<file path="src/rtl/edge_det_pkg.sv">
// Shared types for the edge detector bank: per-channel edge qualification mode.
package edge_det_pkg;

  typedef enum logic [1:0] {
    EDGE_OFF  = 2'b00,
    EDGE_RISE = 2'b01,
    EDGE_FALL = 2'b10,
    EDGE_BOTH = 2'b11
  } edge_mode_t;

endpackage

</file>
<file path="src/rtl/edge_det_chan.sv">
// One channel: synchroniser, optional debounce (EDGE_DET_BANK_DEBOUNCE_EN), edge qualify,
// registered pulse, sticky flag and saturating event counter.
module edge_det_chan
  import edge_det_pkg::*;
#(
  parameter int SYNC_STAGES     = 2,
  parameter int DEBOUNCE_CYCLES = 8,
  parameter int CNT_WIDTH       = 8
) (
  input  logic                 clock,
  input  logic                 reset_n,
  input  logic                 sig_in,
  input  logic [1:0]           mode,
  input  logic                 clear,
  output logic                 edge_seen,
  output logic                 level,
  output logic                 sticky,
  output logic [CNT_WIDTH-1:0] count
);

  logic [SYNC_STAGES-1:0] sync_q, sync_d;
  logic                   s_out;
  logic                   prev_q, prev_d;
  logic                   edge_q, edge_d;
  logic                   sticky_q, sticky_d;
  logic [CNT_WIDTH-1:0]   cnt_q, cnt_d;
  logic                   qual;
  edge_mode_t             mode_e;

  // A debounce window below one cycle has no meaning; nothing is built for it.
  if (DEBOUNCE_CYCLES < 1) begin : g_bad_debounce
  end

  always_comb begin
    sync_d = {sync_q[SYNC_STAGES-2:0], sig_in};
    s_out  = sync_q[SYNC_STAGES-1];
  end

`ifdef EDGE_DET_BANK_DEBOUNCE_EN
  localparam int DBW = $clog2(DEBOUNCE_CYCLES + 1);

  logic [DBW-1:0] db_q, db_d;
  logic           lvl_q, lvl_d;

  // Any cycle of agreement restarts the window, so only a sustained mismatch moves level.
  always_comb begin
    lvl_d = lvl_q;
    db_d  = '0;
    if (s_out != lvl_q) begin
      if (db_q == DBW'(DEBOUNCE_CYCLES - 1)) lvl_d = s_out;
      else                                   db_d  = db_q + 1'b1;
    end
  end

  always_ff @(posedge clock or negedge reset_n) begin
    if (!reset_n) begin
      db_q  <= '0;
      lvl_q <= 1'b0;
    end else begin
      db_q  <= db_d;
      lvl_q <= lvl_d;
    end
  end

  assign level = lvl_q;
`else
  assign level = s_out;
`endif

  always_comb begin
    mode_e = edge_mode_t'(mode);
    unique case (mode_e)
      EDGE_RISE: qual = level & ~prev_q;
      EDGE_FALL: qual = ~level & prev_q;
      EDGE_BOTH: qual = level ^ prev_q;
      default:   qual = 1'b0;
    endcase
  end

  // A clear coinciding with an edge keeps that edge: sticky stays set, count restarts at 1.
  always_comb begin
    prev_d   = level;
    edge_d   = qual;
    sticky_d = qual | (sticky_q & ~clear);
    cnt_d    = cnt_q;
    if (clear)                 cnt_d = CNT_WIDTH'(qual);
    else if (qual && ~&cnt_q)  cnt_d = cnt_q + 1'b1;
  end

  always_ff @(posedge clock or negedge reset_n) begin
    if (!reset_n) begin
      sync_q   <= '0;
      prev_q   <= 1'b0;
      edge_q   <= 1'b0;
      sticky_q <= 1'b0;
      cnt_q    <= '0;
    end else begin
      sync_q   <= sync_d;
      prev_q   <= prev_d;
      edge_q   <= edge_d;
      sticky_q <= sticky_d;
      cnt_q    <= cnt_d;
    end
  end

  assign edge_seen = edge_q;
  assign sticky    = sticky_q;
  assign count     = cnt_q;

endmodule

</file>
<file path="src/rtl/edge_det_bank.sv">
// Bank of independent edge-detect channels; the top only slices the packed vectors.
// Debounce is built in when EDGE_DET_BANK_DEBOUNCE_EN is defined.
module edge_det_bank
  import edge_det_pkg::*;
#(
  parameter int CHANNELS        = 4,
  parameter int SYNC_STAGES     = 2,
  parameter int DEBOUNCE_CYCLES = 8,
  parameter int CNT_WIDTH       = 8
) (
  input  logic                          clock,
  input  logic                          reset_n,
  input  logic [CHANNELS-1:0]           signal,
  input  logic [2*CHANNELS-1:0]         mode,
  input  logic [CHANNELS-1:0]           clear,
  output logic [CHANNELS-1:0]           edge_seen,
  output logic [CHANNELS-1:0]           level,
  output logic [CHANNELS-1:0]           sticky,
  output logic [CHANNELS*CNT_WIDTH-1:0] count
);

  for (genvar i = 0; i < CHANNELS; i++) begin : g_chan
    edge_det_chan #(
      .SYNC_STAGES     (SYNC_STAGES),
      .DEBOUNCE_CYCLES (DEBOUNCE_CYCLES),
      .CNT_WIDTH       (CNT_WIDTH)
    ) u_chan (
      .clock     (clock),
      .reset_n   (reset_n),
      .sig_in    (signal[i]),
      .mode      (mode[2*i +: 2]),
      .clear     (clear[i]),
      .edge_seen (edge_seen[i]),
      .level     (level[i]),
      .sticky    (sticky[i]),
      .count     (count[i*CNT_WIDTH +: CNT_WIDTH])
    );
  end

endmodule

</file>
<file path="config.mk">
export PLATFORM = sky130hd
export DESIGN_NAME = edge_det_bank
export DESIGN_NICKNAME = d
export VERILOG_FILES = /design/src/rtl/edge_det_pkg.sv /design/src/rtl/edge_det_chan.sv /design/src/rtl/edge_det_bank.sv
export SDC_FILE = /design/constraint.sdc
export NUM_CORES = 1
export LEC_CHECK = 0
export ABC_CLOCK_PERIOD_IN_PS = 2050
export BUFFER_PORTS_ARGS = -buffer_cell sky130_fd_sc_hd__buf_2
export CORE_ASPECT_RATIO = 0.9
export CORE_MARGIN = 4
export CORE_UTILIZATION = 40
export CTS_CLUSTER_SIZE = 16
export DETAILED_ROUTE_END_ITERATION = 12
export MAX_ROUTING_LAYER = met4
export PLACE_DENSITY = 0.73
export SYNTH_ARGS = -nofsm -noshare
export SYNTH_HDL_FRONTEND = slang
export SYNTH_SLANG_ARGS = --single-unit
</file>
<file path="constraint.sdc">
create_clock -name clock -period 2.05 [get_ports clock]
set_clock_uncertainty 0.05 [all_clocks]
set_input_delay 0.1025 -clock clock [delete_from_list [all_inputs] [get_ports clock]]
set_output_delay 0.1025 -clock clock [all_outputs]
set_load 0.1 [all_outputs]
</file>
# Word-level counts from Yosys, hierarchy flattened

Index checks and enable logic that the tools add are counted.

Flip-flop bits (word level): 52
Input bits: 18
Output and inout bits: 44
Word-level logic and storage cells: 96

Add/sub/neg operators: 4
Eq/ne operators: 12
Muxes and demuxes: 12
Bitwise operators: 32
Reductions and logical operators: 16

Operator list:

| operator            | count |
|---|---|
| $mux 8              | 8 |
| $add 8x1->8 const B | 4 |
| $reduce_and 8->1    | 4 |
| $eq 2x2->1 const B  | 8 |
| $and 1x1->1         | 12 |
| $not 1->1           | 12 |
| $pmux 1 s3          | 4 |
| $eq 2x1->1 const B  | 4 |
| $reduce_bool 2->1   | 4 |
| $logic_and 1x1->1   | 4 |
| $logic_not 1->1     | 4 |
| $or 1x1->1          | 4 |
| $xor 1x1->1         | 4 |

# Depth between registers and ports, before layout

Gate-level depths: netlist of the first run.

Depth after elaboration: 6
Depth in mapped cells: 9
Depth with buffers taken out: 8

# By module

A second synthesis of the first run with hierarchy kept.

Cells, all modules: 260
Area, all modules: 2672.6 µm²

Modules (own cells, without submodules):

| module        | times used | cells each | area an instance (µm²) | sequential area each (µm²) |
|---|---|---|---|---|
| edge_det_chan | 4          | 65         | 668.1                  | 325.3 |

# Least setup slack after synthesis of the first run

No wires, ideal clock.

Kind: register to register
Start point: register g_chan[2].u_chan.cnt_q[0]
End point: register g_chan[2].u_chan.cnt_q[4]
Setup time: 0.078 ns
Arrival time: 2.155 ns
Data required time: 1.922 ns
Setup slack: -0.233 ns
Stages on the path, launching flop included: 7
Buffers on the path: 0
Period minus slack after synthesis: 2.283 ns
Cell sequence: dfrtp_1 -> ha_1 -> nand2_1 -> nor3_1 -> or3b_1 -> or3_1 -> a21oi_1

Cells in the longest elaborated chain, start to end: 4
Elaborated cells on any way between the ends: 7
Those cells by class: add/sub (1); mux (2); reduce/logical (4)

RTL lines:

| element                                             | line                 | source |
|---|---|---|
| start, declared                                     | edge_det_chan.sv:26  | `logic [CNT_WIDTH-1:0] cnt_q, cnt_d;` |
| start signal, assigned                              | edge_det_chan.sv:102 | `cnt_q <= cnt_d;` |
| branches (longest 4 deep; another with $add 8x1->8) | --                   |  |

Parallel ways; which one is timed is not known. The select of a mux whose other input is x is not followed.
A chain may end at the register's enable or synchronous reset.

# Worst setup path in the final report of the first run

Start point: register g_chan[1].u_chan.prev_q
End point: register g_chan[1].u_chan.cnt_q[5]

Cells in the longest elaborated chain, start to end: 5
Elaborated cells on any way between the ends: 7
Those cells by class: mux (1); bitwise (4); reduce/logical (2)

RTL lines:

| element                              | line                 | source |
|---|---|---|
| start, declared                      | edge_det_chan.sv:23  | `logic prev_q, prev_d;` |
| start signal, assigned               | edge_det_chan.sv:99  | `prev_q <= prev_d;` |
| $not 1->1                            | edge_det_chan.sv:73  | `EDGE_RISE: qual = level & ~prev_q;` |
| $and 1x1->1                          | edge_det_chan.sv:73  |  |
| $pmux 1 s3 *                         | edge_det_chan.sv:72  | `unique case (mode_e)` |
| $logic_and 1x1->1 *                  | edge_det_chan.sv:87  | `else if (qual && ~&cnt_q) cnt_d = cnt_q + 1'b1;` |
| $reduce_bool 2->1 (no source line) * | --                   |  |
| end signal, assigned                 | edge_det_chan.sv:102 |  |
| end, declared                        | edge_det_chan.sv:26  |  |

Mark *: on every way between the ends. The rest lies on a longest branch, timed or not.

==> results.sh, run 1 <==
export IMPL_grt_max_degree=28
export IMPL_setup_viol_count_final=0
export IMPL_leakagePower_nw=1.46
export IMPL_initial_core_util=0.420
export IMPL_synth_ff_type="dfrtp_1"
export IMPL_intPower_w=0.00149
export IMPL_post_cts_setup_buffers=0
export IMPL_synth_cells=261
export IMPL_p_clk_frac=0.271
export IMPL_core_area_um2=6220
export IMPL_cts_sinks=52
export IMPL_synth_edf_count=0
export IMPL_die_w_um=93.1
export IMPL_dpl_cell_area_um2=2970
export IMPL_synth_nets=291
export IMPL_maxCapViolations=0
export IMPL_pwr_share_seq=0.494
export IMPL_drive_gt1_frac=0.312
export IMPL_drtPass1Iterations=4
export IMPL_yosysTopAreaCellShare=0.499
export IMPL_antenna_found_initial=0
export IMPL_dr_first_iter_drc_count=40
export IMPL_ys_types=45
export IMPL_via_count=2046
export IMPL_worstPathRequired_ns=2.18
export IMPL_cts_root_buf="clkbuf_8"
export IMPL_grtUsageTotal=0.140
export IMPL_postSynth_asyncResetShare=1.00
export IMPL_gp_congestion=0.884
export IMPL_outcome="finished clean"
export IMPL_synthTopCellsByArea="dfrtp_1, ha_1, nor2_1, xnor2_1, buf_4"
export IMPL_comb_power_share=0.235
export IMPL_fin_crit_ns=1.95
export IMPL_seq_area_frac_synth=0.499
export IMPL_portBuffers=61
export IMPL_path_class="reg -> reg"
export IMPL_io_pins=62
export IMPL_postRouteAntennaNets=0
export IMPL_synth_seq_cells=52
export IMPL_max_freq_mhz=513
export IMPL_dpl_hpwl_um=3920
export IMPL_grt_pass1_wl_um=8950
export IMPL_finalInstanceArea_um2=3130
export IMPL_worstMarginPinSlew_ns=0.620
export IMPL_crit_path_end_kind="register"
export IMPL_syn_area_per_cell_um2=10.0
export IMPL_cts_made_buffers=5
export IMPL_grt_pass1_vias=2009
export IMPL_drt_total_wl_um=5220
export IMPL_synth_cell_area_um2=2610
export IMPL_wl_per_cell_um=12.8
export IMPL_swShare=0.341
export IMPL_final_core_util=0.503
export IMPL_cts_tree="yes"
export IMPL_die_y_um=84.6
export IMPL_vias_per_cell=5.01
export IMPL_slew_headroom=0.587
export IMPL_ys_warn_count=0
export IMPL_clockBufferDepth=2
export IMPL_cp_arrival_ns=2.08
export IMPL_n_fill_cell=608
export IMPL_mostFrequentLayoutCell="buf_2"
export IMPL_drv_slew=0
export IMPL_htreeDepth=2
export IMPL_hold_class="in -> reg"
export IMPL_worstSetupStartpointType="register"
export IMPL_rrSetupSlack_ns=0.10
export IMPL_clk_latency_ns=0.29
export IMPL_fin_crit_sh=0.951
export IMPL_vdd_drop_max_mv=0.374
export IMPL_final_cell_mix="buf_2, dfrtp_1, nor2_1, dfrtp_2, nand2_1"
export IMPL_rows=27
export IMPL_clk_pin_slew_ns=0.09
export IMPL_powerDensity_nw_per_um2=723
export IMPL_overflow=0
export IMPL_dieArea_um2=7880
export IMPL_finalNetCount=350
export IMPL_hold_viol_final=0
export IMPL_yosysTopAreaCell="dfrtp_1"
export IMPL_antenna_cells=0
export IMPL_area_delta_synth_final_pct=19.8
export IMPL_critical_path_peak_fanout=5
export IMPL_whs_ns=0.0286
export IMPL_p_switching_w=0.000770
export IMPL_drc=0
-- power groups by stage --
stage	clock network, W	registers [W]	logic, W
final	0.000613	0.00112	0.000530
after global routing	0.000706	0.00112	0.000564
after CTS	0.000651	0.00112	0.000534
after detailed placement	0	0.00114	0.000525
after global placement	0	0.00113	0.000520
after floorplan	0	0.00127	0.000297
-- layout make-up --
| cell class | instances | area, um^2 | share of cell area |
|---|---|---|---|
| inverter | 16 | 60.1 | 0.0192 |
| multi-input combinational | 176 | 1140 | 0.365 |
| tap | 87 | 109 | 0.0348 |
| sequential | 52 | 1330 | 0.424 |
| clock buffer | 8 | 100 | 0.0320 |
| timing repair buffer | 69 | 390 | 0.125 |
-- cells in the mapped netlist (2+ instances only) --
cell type,n
or2_2,3
o21ai_1,2
ha_1,12
nand3b_1,3
xnor2_1,11
buf_1,3
nand4_1,2
nor3b_1,5
nand2b_1,2
dfrtp_1,52
nor4_1,3
nand3_1,11
nor2_1,28
o21ai_0,11
mux2i_1,5
mux2_2,2
inv_1,16
or3_1,2
a31oi_2,2
and4_1,2
nand2_1,18
nor2b_1,8
a211oi_1,5
and3_1,2
and3b_1,2
a21oi_1,11
buf_4,12
nor4b_1,2
nor3_1,8
-- path summary, 6_finish.rpt --
path,start,endpoint,cells past startpoint
worst max-delay path,g_chan[1].u_chan.prev_q,g_chan[1].u_chan.count[5],7
worst min-delay path,clear[3],g_chan[3].u_chan.count[5],2
worst max register to register,g_chan[1].u_chan.prev_q,g_chan[1].u_chan.count[5],7
worst min register to register,g_chan[1].u_chan.sync_q[0],g_chan[1].u_chan.sync_q[1],0
max in group asynchronous,reset_n,g_chan[1].u_chan.count[1],3
min in group asynchronous,reset_n,g_chan[2].u_chan.sticky,2
-- what timing repair did --
item / in CTS / in global routing
setup endpoints to repair: 0 / 3
hold endpoints to repair: 29 / 0
gates resized for setup: 0 / 3
hold buffers: 5 / 0
-- through the flow --
stage	setup WS, ns	setup TNS [ns]	power (W)	instances
finish	0.101	0	0.00226	408
global route	-0.00871	-0.00871	0.00239	408
CTS	0.0808	0	0.00230	408
detailed placement	0.0954	0	0.00166	395
global placement	0.144	0	0.00165	395
floorplan	0.00508	0	0.00157	261
-- flip-flops by register name, summed over array words and instances, names as in the netlist --
register and flops:
g_chan.u_chan.count 32, g_chan.u_chan.sync_q 8, g_chan.u_chan.edge_seen 4, g_chan.u_chan.prev_q 4
g_chan.u_chan.sticky 4
-- critical path, cell delays in order (launching register included) --
cell and delay [ns]:
dfrtp_1 0.37, inv_1 0.05, ha_1 0.27, and2b_1 0.19
o21ai_1 0.08, and2_4 0.16, nor4_2 0.31, mux2_2 0.37
-- logic make-up after synthesis --
group,Yosys count,synth area share
buf+inv,33,0.0676
compound gates,38,0.0920
fa+ha+maj,12,0.0575
flops,52,0.499
simple gates,107,0.216
mux,7,0.0278
xor+xnor,12,0.0403
-- routing by layer --
layer	vias up	routed length (um)	track usage
li1	999	-	-
met1	997	2440	0.176
met2	48	2510	0.233
met3	2	256	0.0305
met4	0	22	0.0306
met5	-	0	-
Note: power is estimated with default switching activity, not from simulation.
==> run 2: changes to the inputs <==
--- a/config.mk
+++ b/config.mk
@@ -13,7 +13,6 @@
 export CTS_CLUSTER_SIZE = 16
 export DETAILED_ROUTE_END_ITERATION = 12
 export MAX_ROUTING_LAYER = met4
-export PLACE_DENSITY = 0.73
 export SYNTH_ARGS = -nofsm -noshare
 export SYNTH_HDL_FRONTEND = slang
 export SYNTH_SLANG_ARGS = --single-unit
==> results.sh, run 2 (synthesis gave the netlist of run 1 again) <==
export IMPL_outcome="finished clean"
export IMPL_core_area_um2=6220
export IMPL_max_freq_mhz=532
export IMPL_worstSetupStartpointType="register"
export IMPL_drv_slew=0
export IMPL_portBuffers=61
export IMPL_grt_max_degree=53
export IMPL_rsz0062_at_grt="false"
export IMPL_rows=27
export IMPL_clockBufferDepth=2
export IMPL_largest_register_ffs=32
export IMPL_clk_pin_slew_ns=0.09
export IMPL_grt_pass1_wl_um=8790
export IMPL_dr_first_iter_drc_count=33
export IMPL_cts_tree="yes"
export IMPL_cts_made_buffers=5
export IMPL_hold_class="in -> reg"
export IMPL_crit_path_end_kind="register"
export IMPL_overflow=0
export IMPL_dpl_cell_area_um2=2950
export IMPL_worstPathRequired_ns=2.22
export IMPL_hold_viol_final=0
export IMPL_powerDensity_nw_per_um2=719
export IMPL_post_cts_setup_buffers=0
export IMPL_antenna_cells=0
export IMPL_path_class="reg -> reg"
export IMPL_grt_pass1_vias=1910
export IMPL_tns_ns=0
export IMPL_dieArea_um2=7880
export IMPL_drtPass1Iterations=4
export IMPL_vdd_drop_max_mv=0.337
export IMPL_cp_arrival_ns=2.05
export IMPL_drt_total_wl_um=5030
export IMPL_cts_root_buf="clkbuf_8"
export IMPL_fin_crit_ns=1.88
export IMPL_slew_headroom=0.570
export IMPL_vias_per_cell=4.78
export IMPL_gp_congestion=0.821
export IMPL_final_cell_mix="buf_2, dfrtp_1, nor2_1, dfrtp_2, nand2_1"
export IMPL_die_w_um=93.1
export IMPL_setup_viol_count_final=0
export IMPL_place_ws_ns=0.00553
export IMPL_initial_core_util=0.420
export IMPL_drive_gt1_frac=0.313
export IMPL_postRouteAntennaNets=0
export IMPL_dpl_hpwl_um=3660
export IMPL_grtUsageTotal=0.140
export IMPL_finalNetCount=349
export IMPL_wl_per_cell_um=12.3
export IMPL_leakagePower_nw=1.45
export IMPL_via_count=1944
export IMPL_htreeDepth=2
export IMPL_n_fill_cell=598
export IMPL_cts_sinks=52
export IMPL_setup_ws_ns=0.171
export IMPL_critical_path_peak_fanout=10
export IMPL_maxCapViolations=0
export IMPL_fin_crit_sh=0.917
export IMPL_worstMarginPinSlew_ns=0.645
export IMPL_antenna_found_initial=0
export IMPL_io_pins=62
export IMPL_die_y_um=84.6
export IMPL_drc=0
export IMPL_mostFrequentLayoutCell="buf_2"
export IMPL_area_delta_synth_final_pct=19.0
export IMPL_clk_latency_ns=0.29
export IMPL_finalInstanceArea_um2=3110
==> run 2: cell types whose count changed in the layout (fill, tap and decap cells not counted), sizes merged <==
cell    previous run  this run
clkinv             0         2
buf               64        63
clkbuf             8         6
==> run 2: what timing repair did <==
action,in CTS,in global routing
hold buffers,5,0
setup endpoints to repair,1,6
gates resized for setup,1,3
pin swaps,0,1
endpoints found under the hold margin,56,0
==> run 2: where the power goes <==
group / internal (W) / leakage, nW / switching, W
Combinational: 0.0000994 / 0.753 / 0.000425
Sequential: 0.00108 / 0.650 / 0.0000364
Clock: 0.000270 / 0.0510 / 0.000327
Total: 0.00145 / 1.45 / 0.000788
==> run 2: final timing paths <==
| path | startpoint | to | slack [ns] | cells past startpoint |
|---|---|---|---|---|
| setup / recovery | g_chan[1].u_chan.prev_q | g_chan[1].u_chan.count[3] | 0.17 | 7 |
| hold / removal | clear[3] | g_chan[3].u_chan.count[4] | 0.03 | 2 |
| setup reg to reg | g_chan[1].u_chan.prev_q | g_chan[1].u_chan.count[3] | 0.17 | 7 |
| hold reg to reg | g_chan[2].u_chan.sync_q[0] | g_chan[2].u_chan.sync_q[1] | 0.30 | 0 |
| max in group asynchronous | reset_n | g_chan[0].u_chan.count[0] | 1.09 | 3 |
| min in group asynchronous | reset_n | g_chan[2].u_chan.count[5] | 0.40 | 3 |
==> run 2: stage by stage <==
stage,util,instances,power (W),hold slack [ns]
3_3_place_gp,0.474,394,0.00165,0.161
2_1_floorplan,-,261,0.00157,-0.243
5_1_grt,0.500,407,0.00236,0.0306
6_report,0.500,407,0.00223,0.0303
3_5_place_dp,0.474,394,0.00165,0.162
4_1_cts,0.498,407,0.00227,0.0194
==> run 2: cell type report <==
| type | count | area [um^2] | area share |
|---|---|---|---|
| tap | 87 | 109 | 0.0350 |
| sequential | 52 | 1330 | 0.426 |
| clock buffer | 6 | 82.6 | 0.0266 |
| inverter | 16 | 60.1 | 0.0193 |
| multi-input combinational | 176 | 1150 | 0.370 |
| clock inverter | 2 | 10.0 | 0.00322 |
| timing repair buffer | 68 | 370 | 0.119 |
==> run 2: routing by layer <==
metal	up-vias	global-route usage	part of all wire
met5	-	-	0
met4	0	0.0373	0.0054
met3	2	0.0332	0.039
met2	35	0.215	0.46
met1	905	0.184	0.49
li1	1002	-	-
==> run 2: critical path, stage by stage, from the launching register on <==
cell and delay [ns]:
dfrtp_1 0.36, inv_1 0.05, ha_1 0.27, and2b_1 0.18, o21ai_1 0.08, and2_4 0.18, or4_1 0.49, a21oi_1 0.14
